`config.mk`:
```
export PLATFORM = sky130hd
export DESIGN_NAME = sram_ctrl
export DESIGN_NICKNAME = d
export VERILOG_FILES = /design/src/rtl/sram_pkg.sv /design/src/rtl/sram_ctrl.sv
export SDC_FILE = /design/constraint.sdc
export NUM_CORES = 1
export LEC_CHECK = 0
export ABC_AREA = 1
export CAP_MARGIN = 20
export CORE_MARGIN = 1.5
export CORE_UTILIZATION = 45
export DETAILED_ROUTE_END_ITERATION = 10
export PLACE_DENSITY_LB_ADDON = 0.12
export SLEW_MARGIN = 25
export SYNTH_ARGS = -nofsm -noshare
export SYNTH_HDL_FRONTEND = slang
export SYNTH_SLANG_ARGS = --single-unit
```
`constraint.sdc`:
```
create_clock -name i_clk -period 8.6 [get_ports i_clk]
set_clock_uncertainty 0.1 [all_clocks]
set_input_delay 1.72 -clock i_clk [delete_from_list [all_inputs] [get_ports i_clk]]
set_output_delay 1.72 -clock i_clk [all_outputs]
set_load 0.03 [all_outputs]
```
`src/rtl/sram_pkg.sv`:
```
// sram_pkg: definitions shared by the SRAM controller.
//   sram_state_e : controller FSM states
//   SRAM_AW_DEF  : default SRAM half-word address width (256K x 16 part)
//   HALF_LO/HI   : low bit of the SRAM address that selects a half-word
package sram_pkg;

   typedef enum logic [1:0] {
      IDLE = 2'd0,
      LO   = 2'd1,
      HI   = 2'd2,
      ACK  = 2'd3
   } sram_state_e;

   localparam int   SRAM_AW_DEF = 18;
   localparam logic HALF_LO     = 1'b0;
   localparam logic HALF_HI     = 1'b1;

endpackage

```
`src/rtl/sram_ctrl.sv`:
```
// sram_ctrl: LSU-side responder for a 16-bit asynchronous SRAM.
// Splits one 32-bit byte-masked load/store into up to two timed half-word
// accesses (low half, then high half) and returns a one-cycle ack.
// Ports:
//   i_clk, i_rst              clock, async active-high reset
//   i_req/i_wren/i_addr/...   request from LSU; accepted on i_req && o_ready
//   o_ready, o_ack, o_rdata   idle flag, completion pulse, load data
//   o_sram_*, i_sram_dq       SRAM pins (strobes active low)
// All outputs are registered; they are decoded from next-state values so the
// SRAM pins change on the same edge that enters a phase.
module sram_ctrl
   import sram_pkg::*;
#(
   parameter int WAIT_CYCLES = 1,
   parameter int SRAM_AW     = SRAM_AW_DEF
) (
   input  logic               i_clk,
   input  logic               i_rst,
   input  logic               i_req,
   input  logic               i_wren,
   input  logic [SRAM_AW:0]   i_addr,
   input  logic [31:0]        i_wdata,
   input  logic [3:0]         i_bmask,
   output logic               o_ready,
   output logic               o_ack,
   output logic [31:0]        o_rdata,
   output logic [SRAM_AW-1:0] o_sram_addr,
   output logic [15:0]        o_sram_dq,
   output logic               o_sram_dq_oe,
   input  logic [15:0]        i_sram_dq,
   output logic               o_sram_ce_n,
   output logic               o_sram_we_n,
   output logic               o_sram_oe_n,
   output logic               o_sram_lb_n,
   output logic               o_sram_ub_n
);

   localparam logic [2:0] LAST = 3'(WAIT_CYCLES);

   sram_state_e        state, n_state;
   logic [2:0]         cnt, n_cnt;
   logic               wren, n_wren;
   logic [SRAM_AW-2:0] word_idx, n_idx;
   logic [31:0]        wdata, n_wdata;
   logic [3:0]         bmask, n_bmask;

   logic        take, in_ph, n_sel, last_rd;
   logic [1:0]  n_hm;
   logic [15:0] n_whalf;

   always_comb begin
      take    = (state == IDLE) && i_req;
      n_wren  = take ? i_wren          : wren;
      n_idx   = take ? i_addr[SRAM_AW:2] : word_idx;
      n_wdata = take ? i_wdata         : wdata;
      n_bmask = take ? i_bmask         : bmask;

      n_state = state;
      n_cnt   = cnt + 3'd1;
      case (state)
         IDLE: begin
            n_cnt = 3'd0;
            if (i_req)
               n_state = (|i_bmask[1:0]) ? LO : (|i_bmask[3:2]) ? HI : ACK;
         end
         LO: if (cnt == LAST) begin
            n_cnt   = 3'd0;
            n_state = (|bmask[3:2]) ? HI : ACK;
         end
         HI: if (cnt == LAST) begin
            n_cnt   = 3'd0;
            n_state = ACK;
         end
         ACK: begin
            n_cnt   = 3'd0;
            n_state = IDLE;
         end
         default: begin
            n_cnt   = 3'd0;
            n_state = IDLE;
         end
      endcase

      in_ph   = (n_state == LO) || (n_state == HI);
      n_sel   = (n_state == HI) ? HALF_HI : HALF_LO;
      n_hm    = n_sel ? n_bmask[3:2] : n_bmask[1:0];
      n_whalf = n_sel ? n_wdata[31:16] : n_wdata[15:0];
      // SRAM data is sampled at the end of the last strobe cycle of a read
      last_rd = ((state == LO) || (state == HI)) && !wren && (cnt == LAST);
   end

   always_ff @(posedge i_clk or posedge i_rst) begin
      if (i_rst) begin
         state        <= IDLE;
         cnt          <= 3'd0;
         wren         <= 1'b0;
         word_idx     <= '0;
         wdata        <= '0;
         bmask        <= '0;
         o_ready      <= 1'b1;
         o_ack        <= 1'b0;
         o_rdata      <= '0;
         o_sram_addr  <= '0;
         o_sram_dq    <= '0;
         o_sram_dq_oe <= 1'b0;
         o_sram_ce_n  <= 1'b1;
         o_sram_we_n  <= 1'b1;
         o_sram_oe_n  <= 1'b1;
         o_sram_lb_n  <= 1'b1;
         o_sram_ub_n  <= 1'b1;
      end else begin
         state    <= n_state;
         cnt      <= n_cnt;
         wren     <= n_wren;
         word_idx <= n_idx;
         wdata    <= n_wdata;
         bmask    <= n_bmask;

         o_ready      <= (n_state == IDLE);
         o_ack        <= (n_state == ACK);
         o_sram_ce_n  <= ~in_ph;
         // we_n releases on the final phase cycle so address/data are held
         // past the write edge; addresses only move while we_n is high
         o_sram_we_n  <= ~(in_ph && n_wren && (n_cnt != LAST));
         o_sram_oe_n  <= ~(in_ph && !n_wren);
         o_sram_lb_n  <= ~(in_ph && n_hm[0]);
         o_sram_ub_n  <= ~(in_ph && n_hm[1]);
         o_sram_dq_oe <= in_ph && n_wren;
         if (in_ph)
            o_sram_addr <= {n_idx, n_sel};
         if (in_ph && n_wren)
            o_sram_dq <= n_whalf;

         // A new load clears rdata so skipped halves read back as zero;
         // stores leave it untouched.
         if (take && !i_wren)
            o_rdata <= '0;
         else if (last_rd) begin
            if (state == HI)
               o_rdata[31:16] <= i_sram_dq & {{8{bmask[3]}}, {8{bmask[2]}}};
            else
               o_rdata[15:0]  <= i_sram_dq & {{8{bmask[1]}}, {8{bmask[0]}}};
         end
      end
   end

endmodule
```
==> metrics.md <==
| Metric | Value |
|---|---|
| Status | `finished, final reports clean` |
| Largest area contributor in the netlist | `dfrtp_1` |
| Crit path max fanout | `57` |
| Setup Fix Bufs, Post-CTS | `0` |
| Critical R2R Launch | `state[0]` |
| Routed wire length | `14200 µm` |
| Clock Latency Late Sink | `0.41 ns` |
| Worst hold path type | `reg -> reg` |
| Power Total | `3.55 mW` |
| Post-synth EDFFs | `0` |
| Syn_area_per_cell | `8.68 µm²` |
| Endpoints failing hold | `0` |
| Synth Flop Type | `dfrtp_1` |
| Syn Nets | `744` |
| DRT antenna net count | `0` |
| HP Start | `wdata[0]` |
| Post-synthesis cell area | `5740 µm²` |
| Post-synth ARST share | `100%` |
| Area Growth Syn to Fin | `37.6%` |
| Synth area leaders | `dfrtp_1, nand2_1, nand3_1` |
| Clock Power Share | `22.1%` |
| Post-synthesis instance total | `661` |
| Layout cells sized above 1 | `5.96%` |
| Residual DRC | `0` |
| Final setup fails | `0` |
| GPL Wtd Cong | `0.840` |
| Drt pass-1 iters | `4` |
| Register area share after synthesis | `58.1%` |
| Top-count cell post-synth | `nand2_1` |
| Core box area | `12500 µm²` |
| Worst-Margin Slew | `0.887 ns` |
| Pleak | `4.06 nW` |
| Fmax | `233 MHz` |
| P_sw | `1.50 mW` |
| Clock Tree Buf Depth | `2` |
| Area of placed instances | `7260 µm²` |
| Sum Neg Setup Slack | `0 ns` |
| Chip width | `116 µm` |
| Post-detail-place hpwl | `9300 µm` |
| Die area | `13400 µm²` |
| Crit. Startpoint | `i_req` |
| Critical path class | `in -> reg` |
| Ys Warns | `0` |
| Total CTS buffers | `17` |
| Max_cap viols | `0` |
| Top cells by instance count after synthesis | `nand2_1, dfrtp_1, nand3_1` |
| Port Buf Inserts | `146` |
| Clock Sinks | `133` |
| Max_slew headroom | `40.9%` |
| Final period util | `49.9%` |
| Crit. End Element | `register` |
| Worst Setup Start Kind | `primary input` |
| Post-Layout Inst Area | `7900 µm²` |
| Critical Path AT | `4.49 ns` |
| DRC marker count from the first detailed-route iteration | `321` |
| VDD IR-drop max | `0.232 mV` |
| Vias in the first global route | `4857` |
| CTS tree | `yes` |
| Pwr dens | `449 nW/µm²` |
| Ports | `149` |
| Total track usage | `22.5%` |
| Via count | `4915` |
| Area share of the largest cell type after synthesis | `55.4%` |
| PostCTS Resize Cnt | `0` |
| Internal | `2.05 mW` |
| Slew Viols, Final | `0` |
| Seq pwr share | `29.7%` |
| Row cnt | `41` |
| Antenna violations before repair | `0` |
| Data required, critical path | `8.80 ns` |
| Flops & latches, synth | `133` |
| Hold Buf Count CTS | `0` |
| Switch share | `42.3%` |
| Clock Root Buffer | `clkbuf_16` |
| Grt total ovfl | `0` |
| Worst hold slack | `0.373 ns` |
| Final setup margin | `4.31 ns` |
| Starting Density | `45.9%` |
| Largest net degree at the start of global routing | `68` |
| First-pass GRT wire length | `23300 µm` |
| Comb pwr share | `48.2%` |
| Place WS | `3.82 ns` |
| RSZ-0062 raised after global routing | `no` |
| Nets | `876` |
| N_diodes | `0` |
| H-tree depth | `4` |
| CTS clk-pin slew, worst paths | `0.05 ns` |
| Fin crit period | `4.29 ns` |
| Yosys cell types | `27` |
| Wire per inst | `14.5 µm` |
| Vias per std cell | `5.03` |
| Die H | `116 µm` |
-- registers in the layout (all words and copies together) (netlist names) --
register,cells
wdata,32
cnt,3
o_ready,1
word_idx,17
o_sram_oe_n,1
bmask,4
o_rdata,32
o_sram_lb_n,1
state,2
o_sram_addr,18
o_sram_dq,16
o_sram_ce_n,1
o_ack,1
o_sram_we_n,1
o_sram_dq_oe,1
o_sram_ub_n,1
wren,1
-- metrics by stage --
| stage | cells | utilization [%] |
|---|---|---|
| 6_report | 978 | 63.1 |
| 5_1_grt | 978 | 63.1 |
| 4_1_cts | 978 | 63.1 |
| 3_5_place_dp | 946 | 58.0 |
| 3_3_place_gp | 946 | 57.9 |
| 2_1_floorplan | 661 | - |
-- area by class of cell --
type,instances,area [µm²]
clock buffer,23,468
clock inverter,9,174
fill,1124,4620
inverter,46,183
multi-input combinational,448,2060
sequential,133,3340
tap,172,215
timing repair buffer,147,1470
-- path summary, 6_finish.rpt --
path | to | slack [ns] | depth (start not counted)
min | wdata[0] | 0.37 | 2
min reg2reg | wdata[0] | 0.37 | 2
max reg2reg | o_sram_dq[6] | 4.66 | 10
min in group asynchronous | o_sram_addr[13] | 1.67 | 2
max in group asynchronous | bmask[1] | 5.46 | 3
max | o_sram_dq[1] | 4.31 | 9
-- power groups by stage --
stage / clock network [mW] / registers, mW / logic [mW]
floorplan: 0 / 1.31 / 0.938
global placement: 0 / 1.05 / 1.67
detailed placement: 0 / 1.06 / 1.72
CTS: 0.796 / 1.05 / 1.73
global route: 0.825 / 1.09 / 1.91
finish: 0.785 / 1.05 / 1.71
-- critical path, cell delays in order --
cell,delay (ns)
clkdlybuf4s50_1,0.49
nand2_4,0.51
inv_4,0.40
nand2_4,0.56
nand2_4,0.14
nor2_8,0.31
inv_4,0.17
nand2_1,0.09
nand2_1,0.06
-- cells in the final DEF, fill, tap and decap left out, types with 3 or more instances in the layout --
master / instances
ha_1: 8
dfstp_2: 6
bufinv_16: 5
nand3_1: 84
inv_1: 41
nand2_2: 3
nand4_1: 32
nand2_1: 265
a31oi_1: 17
clkbuf_16: 17
clkdlybuf4s50_1: 146
clkbuf_1: 4
clkinv_2: 3
nor2_1: 21
a21oi_1: 6
dfrtp_1: 127
nand2_4: 3
-- metal layers --
metal / up-vias / share of wire [%] / GRT usage, %
met5: - / 0 / 0
met4: 0 / 1.5 / 9.27
met3: 14 / 7.1 / 6.69
met2: 162 / 46 / 34.5
met1: 2342 / 45 / 29.9
li1: 2397 / - / -
-- cells by family (layout without fill, tap and decap cells) --
group	after synthesis	after routing	synth area share, %
flip-flops	133	133	58.1
adder cells (fa/ha/maj)	8	8	1.74
AO/OA/AOI/OAI	28	28	2.90
buffers and inverters	80	225	6.15
AND/OR/NAND/NOR	412	412	31.1
(Power assumes the default switching activity.)
